**src/rtl/riu_pkg.sv**
```systemverilog
// Shared definitions for the instruction encoder.
// Holds the aluop codes, RISC-V opcode/funct3/funct7 fields, the NOP word,
// the encoder FSM state enum, the descriptor/encode-result structs and the
// descriptor-to-word encode function used by instr_encoder.
package riu_pkg;

    localparam int WORD_W     = 32;
    localparam int ADDR_W     = 10;
    localparam int COUNT_W    = 11;
    localparam int FIFO_DEPTH = 2;
    localparam int PAD_WORDS  = 2;

    localparam logic [ADDR_W-1:0] ADDR_LAST = '1;

    // aluop codes as presented on in_aluop
    localparam logic [3:0] ALU_AND = 4'b0000;
    localparam logic [3:0] ALU_ADD = 4'b0011;
    localparam logic [3:0] ALU_SUB = 4'b0100;
    localparam logic [3:0] ALU_MUL = 4'b0101;
    localparam logic [3:0] ALU_SLL = 4'b1000;
    localparam logic [3:0] ALU_SLT = 4'b1100;

    localparam logic [6:0] OPC_R = 7'h33;
    localparam logic [6:0] OPC_I = 7'h13;

    localparam logic [2:0] F3_ADD = 3'b000;
    localparam logic [2:0] F3_SLL = 3'b001;
    localparam logic [2:0] F3_SLT = 3'b010;
    localparam logic [2:0] F3_AND = 3'b111;

    localparam logic [6:0] F7_BASE = 7'h00;
    localparam logic [6:0] F7_SUB  = 7'h20;
    localparam logic [6:0] F7_MUL  = 7'h01;

    // addi x0, x0, 0
    localparam logic [WORD_W-1:0] NOP_WORD = 32'h0000_0013;

    typedef enum logic [1:0] {IDLE, RUN, PAD, DONE} state_t;

    typedef struct packed {
        logic [3:0]  aluop;
        logic        alusrc;
        logic [4:0]  rd;
        logic [4:0]  rs1;
        logic [4:0]  rs2;
        logic [11:0] imm;
    } desc_t;

    typedef struct packed {
        logic              ok;
        logic [WORD_W-1:0] word;
    } enc_t;

    // Unsupported aluop/alusrc pairs come back with ok=0 and a zero word.
    function automatic enc_t encode(input desc_t d);
        enc_t        e;
        logic [2:0]  f3;
        logic [6:0]  f7;
        logic [11:0] imm;
        e.ok = 1'b1;
        f3   = F3_ADD;
        f7   = F7_BASE;
        imm  = d.imm;
        if (!d.alusrc) begin
            case (d.aluop)
                ALU_ADD: f3 = F3_ADD;
                ALU_SUB: f7 = F7_SUB;
                ALU_MUL: f7 = F7_MUL;
                ALU_SLT: f3 = F3_SLT;
                ALU_AND: f3 = F3_AND;
                ALU_SLL: f3 = F3_SLL;
                default: e.ok = 1'b0;
            endcase
            e.word = {f7, d.rs2, d.rs1, f3, d.rd, OPC_R};
        end else begin
            case (d.aluop)
                ALU_AND: f3 = F3_AND;
                // SLLI: upper immediate bits are the funct7 slot and must be zero
                ALU_SLL: begin
                    f3  = F3_SLL;
                    imm = {7'b0, d.imm[4:0]};
                end
                default: e.ok = 1'b0;
            endcase
            e.word = {imm, d.rs1, f3, d.rd, OPC_I};
        end
        if (!e.ok) e.word = '0;
        return e;
    endfunction

endpackage

```
**src/rtl/enc_fifo.sv**
```systemverilog
// Small synchronous FIFO buffering encoded words toward instruction memory.
// Ports: clk, rst_n (async low); push/wdata write side; pop read side with
// rdata showing the head entry; flush empties the FIFO and wins over push;
// full/empty status. DEPTH must be a power of two (pointers wrap naturally).
module enc_fifo #(
    parameter int DEPTH = 2,
    parameter int WIDTH = 32
) (
    input  logic             clk,
    input  logic             rst_n,
    input  logic             push,
    input  logic [WIDTH-1:0] wdata,
    input  logic             pop,
    input  logic             flush,
    output logic [WIDTH-1:0] rdata,
    output logic             full,
    output logic             empty
);
    localparam int AW = (DEPTH > 1) ? $clog2(DEPTH) : 1;

    logic [WIDTH-1:0] mem [DEPTH];
    logic [AW-1:0]    wr_ptr;
    logic [AW-1:0]    rd_ptr;
    logic [AW:0]      cnt;
    logic             do_push;
    logic             do_pop;

    assign full    = (cnt == (AW+1)'(DEPTH));
    assign empty   = (cnt == '0);
    assign do_push = push && !full;
    assign do_pop  = pop && !empty;
    assign rdata   = mem[rd_ptr];

    always_ff @(posedge clk or negedge rst_n) begin
        if (!rst_n) begin
            wr_ptr <= '0;
            rd_ptr <= '0;
            cnt    <= '0;
            for (int i = 0; i < DEPTH; i++) mem[i] <= '0;
        end else if (flush) begin
            wr_ptr <= '0;
            rd_ptr <= '0;
            cnt    <= '0;
        end else begin
            if (do_push) begin
                mem[wr_ptr] <= wdata;
                wr_ptr      <= wr_ptr + 1'b1;
            end
            if (do_pop) rd_ptr <= rd_ptr + 1'b1;
            case ({do_push, do_pop})
                2'b10:   cnt <= cnt + 1'b1;
                2'b01:   cnt <= cnt - 1'b1;
                default: cnt <= cnt;
            endcase
        end
    end

endmodule

```
**src/rtl/instr_encoder.sv**
```systemverilog
// Instruction encoder: turns ALU descriptors into RV32 R/I-type words and
// writes them to consecutive instruction-memory word addresses.
// Ports:
//   clk, rst_n (async low)
//   start            begin a program (honoured in IDLE/DONE only)
//   in_valid/in_ready descriptor handshake, in_last marks the final one
//   in_aluop, in_alusrc, in_rd, in_rs1, in_rs2, in_imm  descriptor fields
//   imem_we/imem_ready  write handshake, imem_addr word address, imem_wdata
//   busy, done, err (sticky), ovf (sticky), count (words written)
// Build option: INSTR_ENC_NOP_PAD_EN appends two NOP words after the last
// real word of each program; without it the PAD state is never entered.
module instr_encoder
    import riu_pkg::*;
(
    input  logic                clk,
    input  logic                rst_n,
    input  logic                start,
    input  logic                in_last,
    input  logic                in_valid,
    output logic                in_ready,
    input  logic [3:0]          in_aluop,
    input  logic                in_alusrc,
    input  logic [4:0]          in_rd,
    input  logic [4:0]          in_rs1,
    input  logic [4:0]          in_rs2,
    input  logic [11:0]         in_imm,
    output logic                imem_we,
    output logic [ADDR_W-1:0]   imem_addr,
    output logic [WORD_W-1:0]   imem_wdata,
    input  logic                imem_ready,
    output logic                busy,
    output logic                done,
    output logic                err,
    output logic                ovf,
    output logic [COUNT_W-1:0]  count
);
    state_t            state;
    logic              last_seen;
    logic              fifo_full;
    logic              fifo_empty;
    logic              accept;
    logic              wr_done;
    logic              push;
    logic              pad_push;
    logic              flush;
    logic [WORD_W-1:0] push_data;
    logic [WORD_W-1:0] head;
    desc_t             desc;
    enc_t              enc;

    assign desc = '{aluop: in_aluop, alusrc: in_alusrc, rd: in_rd,
                    rs1: in_rs1, rs2: in_rs2, imm: in_imm};
    assign enc  = encode(desc);

    // !fifo_full also keeps an accept out of the cycle a full FIFO pops
    assign in_ready   = (state == RUN) && !fifo_full && !last_seen && !ovf;
    assign accept     = in_valid && in_ready;
    assign imem_we    = !fifo_empty;
    assign imem_wdata = fifo_empty ? '0 : head;
    assign wr_done    = imem_we && imem_ready;
    // The write at the last address ends the program: anything still
    // queued behind it is dropped rather than wrapped to address 0.
    assign flush      = wr_done && (imem_addr == ADDR_LAST);
    assign push       = (accept && enc.ok) || pad_push;
    assign push_data  = pad_push ? NOP_WORD : enc.word;

`ifdef INSTR_ENC_NOP_PAD_EN
    logic [1:0] pad_cnt;
    assign pad_push = (state == PAD) && (pad_cnt != 2'(PAD_WORDS)) && !fifo_full && !ovf;
`else
    assign pad_push = 1'b0;
`endif

    enc_fifo #(.DEPTH(FIFO_DEPTH), .WIDTH(WORD_W)) u_fifo (
        .clk   (clk),
        .rst_n (rst_n),
        .push  (push),
        .wdata (push_data),
        .pop   (wr_done),
        .flush (flush),
        .rdata (head),
        .full  (fifo_full),
        .empty (fifo_empty)
    );

    always_ff @(posedge clk or negedge rst_n) begin
        if (!rst_n) begin
            state     <= IDLE;
            last_seen <= 1'b0;
            imem_addr <= '0;
            count     <= '0;
            err       <= 1'b0;
            ovf       <= 1'b0;
            busy      <= 1'b0;
            done      <= 1'b0;
`ifdef INSTR_ENC_NOP_PAD_EN
            pad_cnt   <= '0;
`endif
        end else begin
            if (wr_done) begin
                count <= count + 1'b1;
                // address saturates at the top; ovf marks the overflow
                if (imem_addr == ADDR_LAST) ovf <= 1'b1;
                else                        imem_addr <= imem_addr + 1'b1;
            end
            if (accept && !enc.ok) err <= 1'b1;
            if (accept && in_last) last_seen <= 1'b1;

            case (state)
                IDLE, DONE: begin
                    if (start) begin
                        state     <= RUN;
                        busy      <= 1'b1;
                        done      <= 1'b0;
                        imem_addr <= '0;
                        count     <= '0;
                        err       <= 1'b0;
                        ovf       <= 1'b0;
                        last_seen <= 1'b0;
                    end
                end
                RUN: begin
                    if ((last_seen || ovf) && fifo_empty) begin
`ifdef INSTR_ENC_NOP_PAD_EN
                        if (!ovf) begin
                            state   <= PAD;
                            pad_cnt <= '0;
                        end else begin
                            state <= DONE;
                            busy  <= 1'b0;
                            done  <= 1'b1;
                        end
`else
                        state <= DONE;
                        busy  <= 1'b0;
                        done  <= 1'b1;
`endif
                    end
                end
                PAD: begin
`ifdef INSTR_ENC_NOP_PAD_EN
                    if (pad_push) pad_cnt <= pad_cnt + 1'b1;
                    if ((pad_cnt == 2'(PAD_WORDS) || ovf) && fifo_empty) begin
                        state <= DONE;
                        busy  <= 1'b0;
                        done  <= 1'b1;
                    end
`else
                    state <= IDLE;
                    busy  <= 1'b0;
`endif
                end
                default: state <= IDLE;
            endcase
        end
    end

endmodule

```
**config.mk**
```make
export PLATFORM = sky130hd
export DESIGN_NAME = instr_encoder
export DESIGN_NICKNAME = d
export VERILOG_FILES = /design/src/rtl/riu_pkg.sv /design/src/rtl/enc_fifo.sv /design/src/rtl/instr_encoder.sv
export SDC_FILE = /design/constraint.sdc
export NUM_CORES = 1
export LEC_CHECK = 0
export CAP_MARGIN = 20
export CORE_ASPECT_RATIO = 0.9
export CORE_MARGIN = 4
export CORE_UTILIZATION = 50
export CTS_CLUSTER_SIZE = 14
export DETAILED_ROUTE_END_ITERATION = 10
export PLACE_DENSITY_LB_ADDON = 0.1
export SLEW_MARGIN = 0
export SYNTH_ARGS = -nofsm -noshare
export SYNTH_HDL_FRONTEND = slang
export SYNTH_SLANG_ARGS = --single-unit
```
**constraint.sdc**
```tcl
create_clock -name clk -period 2.68 [get_ports clk]
set_clock_uncertainty 0.2 [all_clocks]
set_input_delay 0.268 -clock clk [delete_from_list [all_inputs] [get_ports clk]]
set_output_delay 0.268 -clock clk [all_outputs]
set_load 0.05 [all_outputs]
```
## After elaboration in Yosys (flattened, before gate mapping)

Cells that the tools add are included.

- Word-level logic and storage cells: 118
- Output and inout bits: 59
- Register bits after elaboration: 96

- Reduce and logical (&&, ||, !) cells: 32
- Muxes and demuxes: 47
- Bitwise logic cells: 3
- Equality and inequality tests: 14
- Order comparisons: 3
- $add $sub $neg: 6

Operators by type and width:

| operator | number |
|---|---|
| 32-bit two-way mux | 6 |
| 64-bit bitwise mux | 1 |
| 10-bit two-way mux | 4 |
| 11-bit two-way mux | 3 |
| 33-bit two-way mux | 1 |
| 32-bit demux with 1-bit select | 1 |
| 1-bit two-way mux | 20 |
| 1-bit logical AND | 13 |
| 12-bit two-way mux | 1 |
| 6-bit case mux with 2 select lines | 1 |
| 11-bit by 1-bit adder with 11-bit output (second input constant) | 1 |
| 10-bit by 1-bit adder with 10-bit output (second input constant) | 1 |
| 10-bit == test (second input constant) | 1 |
| 3-bit case mux with 3 select lines | 1 |
| 2-bit == test (second input constant) | 4 |
| 4-bit by 3-bit == test with 1-bit output (second input constant) | 2 |
| 4-bit == test (second input constant) | 2 |
| 2-bit two-way mux | 3 |
| 2-bit case mux with 3 select lines | 1 |
| 3-bit case mux with 2 select lines | 1 |
| 2-bit nonzero test | 3 |
| 6-bit OR reduction | 1 |
| 1-bit logical NOT | 5 |
| 2-bit by 1-bit == test with 1-bit output (second input constant) | 2 |
| 20 further kinds | 26 |

## Depth between registers and ports, before layout

- Word-level depth: 11
- Depth in mapped cells: 8
- Gate-level depth less buffers: 6

## By module

Synthesis repeated with hierarchy kept, for this count alone.

- Cell total of the unflattened synthesis: 427
- Area total of the unflattened synthesis: 5,049.8 sq um

By module, submodules not included:

| module | seq. area each (sq um) | area an instance (sq um) | times used | cells each |
|---|---|---|---|---|
| enc_fifo | 1,701.6 | 3,090.5 | 1 | 195 |
| instr_encoder | 700.7 | 1,959.4 | 1 | 232 |

## Worst setup path after synthesis

No wires, ideal clock.

- Kind: flip-flop to flip-flop
- Start point: register imem_addr[0]
- End point: register u_fifo.mem[19] (netlist name)
- Path buffers: 1
- Library setup time: 128 ps
- Data required time: 2,352 ps
- Clock period less this slack: 2,464 ps
- Stages on the path, launching flop included: 7
- Arrival time: 2,137 ps
- Slack: 216 ps
- Path through: dfrtp_1 -> ha_1 -> and4_1 -> nand4_1 -> o2111ai_4 -> buf_6 -> mux2_1

- Cells in the longest elaborated chain, start to end: 4

Ends and longest elaborated chain:

| item | line | text |
|---|---|---|
| from (decl) | instr_encoder.sv:28 | `output logic [ADDR_W-1:0] imem_addr,` |
| from (signal assigned) | instr_encoder.sv:104 | `else imem_addr <= imem_addr + 1'b1;` |
| 10-bit == test | instr_encoder.sv:63 | `assign flush = wr_done && (imem_addr == ADDR_LAST);` |
| 1-bit logical AND | instr_encoder.sv:63 |  |
| 1-bit inverter (no line) | - |  |
| 2-bit AND reduction (no line) | - |  |
| to (signal, indexed assignment) | enc_fifo.sv:46 | `mem[wr_ptr] <= wdata;` |
| to (decl) | enc_fifo.sv:21 | `logic [WIDTH-1:0] mem [DEPTH];` |

Every way passes these cells.
A chain may end at the register's enable or synchronous reset.

## Worst setup path in the final report

- Start point: register state[1]
- End point: output port in_ready

- Cells in the longest elaborated chain, start to end: 4

Ends and longest elaborated chain:

| item | line | text |
|---|---|---|
| from (decl) | instr_encoder.sv:37 | `state_t state;` |
| from (signal assigned) | instr_encoder.sv:88 | `state <= IDLE;` |
| from (signal assigned) | instr_encoder.sv:112 | `state <= RUN;` |
| from (signal assigned) | instr_encoder.sv:134 | `state <= DONE;` |
| 2-bit by 1-bit == test with 1-bit output | instr_encoder.sv:56 | `assign in_ready = (state == RUN) && !fifo_full && !last_seen && !ovf;` |
| 1-bit logical AND (3 in a row) | instr_encoder.sv:56 |  |
| to (decl) | instr_encoder.sv:20 | `output logic in_ready,` |

Every way passes these cells.

==> results.py <==
metrics = {
    "synthesis": {
        "ys_ff_latch": 86,
        "yosys.area.top_type": "dfrtp_1",
        "synthSimpleGateAreaFrac_pct": 15.2,
        "synth_xor_area_share_pct": 3.50,
        "async_reset_ff_share_pct": 100,
        "post_synth.cell_area_avg_sq_um": 10.4,
        "yosysMostFrequentCell": "dfrtp_1",
        "ys_seq_area_share_pct": 50.6,
        "synth-compound-area-share_pct": 9.42,
        "synth.distinct_cells": 39,
        "yosysWarnings": 0,
        "synth_top_family_by_area": "multiplexers",
        "synthMuxAreaShare_pct": 15.4,
        "synth_edf_count": 0,
        "synth_ff_type": "dfrtp_1",
        "synthTopCellsByArea": "dfrtp_1 (51%), mux2i_1 (8.2%), nor2_1 (4.9%)",
        "syn_area_sq_um": 4250,
        "netlist.area_leader.share_pct": 50.6,
        "yosys.area_share.adder_pct": 1.47,
        "synthTopCellsByCount": "dfrtp_1 (86), nor2_1 (55), nand2_1 (52)",
        "synthCells": 409,
    },
    "sta": {
        "worst_pin_slew_ns": 0.693,
        "grt_setup_unrepaired": "false",
        "final-hold-violation-count": 0,
        "finalWorstSetupSlack_ns": 0.226,
        "slew_viol_final": 0,
        "min_period_over_period_pct": 91.6,
        "max_freq_ghz": 0.408,
        "finalSetupTns_ns": 0,
        "period_minus_slack_ns": 2.45,
        "slew_headroom_pct": 53.8,
        "setup_viol": 0,
    },
    "critical_path": {
        "cp.required_ns": 2.21,
        "path_delay_family": "buffers and inverters",
        "path_cells": "inv_1, ha_1, and3_1, clkdlybuf4s50_1",
        "slowest_delay_ns": 0.80,
        "slowest_stage": "clkdlybuf4s50_1",
        "path_class": "flop to primary output",
        "end_kind": "primary output",
        "path_buf_inv": 2,
        "critPathMaxFanout": 4,
        "start_kind": "flop",
        "crit_arrival_ns": 1.99,
    },
    "drt": {
        "post_drt_wl_per_cell_um": 15.2,
        "ant_nets": 0,
        "drc": 0,
        "first_pass_iters": 4,
        "vias_per_cell": 5.25,
        "wl_um": 9250,
        "vias": 3201,
        "first_iter_violations": 129,
    },
    "floorplan": {
        "fp.dieW_um": 105,
        "die_y_um": 95.5,
        "rows": 31,
        "core_sq_um": 8150,
        "start_util_pct": 52.2,
        "ios": 97,
        "dieArea_sq_um": 10000,
    },
    "global_routing": {
        "grt_pass1_vias": 3198,
        "antenna_found_initial": 0,
        "grt_pass1_wl_um": 15500,
        "grt_overflow": 0,
        "grt_max_degree": 48,
        "grt_usage_pct": 19.3,
    },
    "cts": {
        "clk_path_buf_depth": 2,
        "root_buffer": "clkbuf_8",
        "clk_pin_slew_ns": 0.09,
        "postCtsSetupBuffers": 0,
        "cts_resized": 0,
        "clock_latency_ns": 0.35,
        "htreeDepth": 3,
        "ctsHoldBuffers": 1,
        "numCtsBuffers": 9,
        "cts_tree": "yes",
        "cts.sinks": 86,
    },
    "final_layout": {
        "fin_nets": 549,
        "antennaDiodeCount": 0,
        "design_area_sq_um": 5500,
        "utilization_pct": 67.5,
        "drive_above_1_share_pct": 17.6,
        "area_growth_pct": 29.3,
    },
    "placed_design": {
        "numPortBuffers": 93,
        "post_dp_cell_area_sq_um": 5260,
        "dpl_worst_slack_ns": 0.0547,
        "gp_congestion": 0.839,
        "dp_hpwl_um": 6550,
    },
    "pwr": {
        "max-vdd-ir-drop_v": 0.000526,
        "pwr-share-seq_pct": 34.2,
        "leakagePower_nw": 2.58,
        "power_frac_clock_pct": 17.9,
        "power.switching_mw": 2.40,
        "pwr_density_cell_nw_per_um2": 1020,
        "p_sw_share_pct": 42.8,
        "p_int_mw": 3.21,
        "pwr-share-comb_pct": 47.9,
    },
    "run": {
        "max_cap_viol_count": 0,
    },
    "min_path": {
        "hold_class": "input port to async pin",
    },
    "outcome": {
        "outcome": "finished clean",
    },
}
==> power by group through the flow <==
stage	Combinational [mW]	Sequential [mW]	Clock, mW
floorplan	1.80	2.06	0
global placement	2.67	1.93	0
detailed placement	2.71	1.94	0
CTS	2.72	1.92	1.03
global route	2.89	1.97	1.08
finish	2.69	1.92	1.00
==> layout make-up <==
cell class	count	area [sq um]
Fill cell	667	2650
Sequential cell	86	2150
Multi-Input combinational cell	289	1930
Timing Repair Buffer	109	1030
Clock buffer	9	124
Tap cell	99	124
Clock inverter	7	98.8
Inverter	11	41.3
==> path summary, 6_finish.rpt <==
| path | start | cells past startpoint | to | slack, ns |
|---|---|---|---|---|
| setup / recovery | state[1] | 4 | in_ready | 0.23 |
| hold / removal | rst_n | 2 | count[10] | 0.26 |
| setup reg to reg | imem_addr[0] | 7 | u_fifo.mem[12] | 0.29 |
| hold reg to reg | busy | 2 | busy | 0.28 |
| max in group asynchronous | rst_n | 3 | u_fifo.mem[52] | 1.39 |
| min in group clk | in_imm[6] | 3 | u_fifo.mem[26] | 0.28 |
==> metal layers <==
metal	vias to the layer above	wire (um)	track usage, %
li1	1578	-	-
met1	1529	4370	25.3
met2	85	4230	32.0
met3	9	556	5.21
met4	0	92	4.92
met5	-	0	0
==> logic make-up (layout without fill, tap and decap cells) <==
kind of cell / count (synthesis) / count (layout)
other cells: 1 / 3
xor+xnor: 17 / 17
simple gates: 143 / 143
buf+inv: 36 / 136
fa+ha+maj: 5 / 5
compound gates: 63 / 63
mux: 58 / 58
flops: 86 / 86
==> registers in the layout (all words and copies together), names as in the netlist <==
| name | flops |
|---|---|
| u_fifo.rd_ptr | 1 |
| err | 1 |
| u_fifo.cnt | 2 |
| ovf | 1 |
| u_fifo.mem | 54 |
| done | 1 |
| u_fifo.wr_ptr | 1 |
| last_seen | 1 |
| state | 2 |
| count | 11 |
| busy | 1 |
| imem_addr | 10 |
==> placed cells by master (no fill, tap or decap), types with 10 or more instances in the layout <==
master / instances
dfrtp_1: 85
clkdlybuf4s50_1: 63
nor2_1: 54
nand2_1: 52
buf_4: 41
mux2i_1: 35
o21ai_1: 33
xor2_1: 12
mux2_4: 12
inv_1: 11
a21oi_1: 10
==> per-stage QoR <==
stage | hold WS [ns] | power, mW | std cells
floorplan | -0.228 | 3.86 | 411
global placement | 0.123 | 4.60 | 593
detailed placement | 0.123 | 4.66 | 593
CTS | 0.262 | 5.67 | 610
global route | 0.275 | 5.94 | 610
finish | 0.265 | 5.61 | 610
No activity file was read; power rests on OpenSTA's default activity.
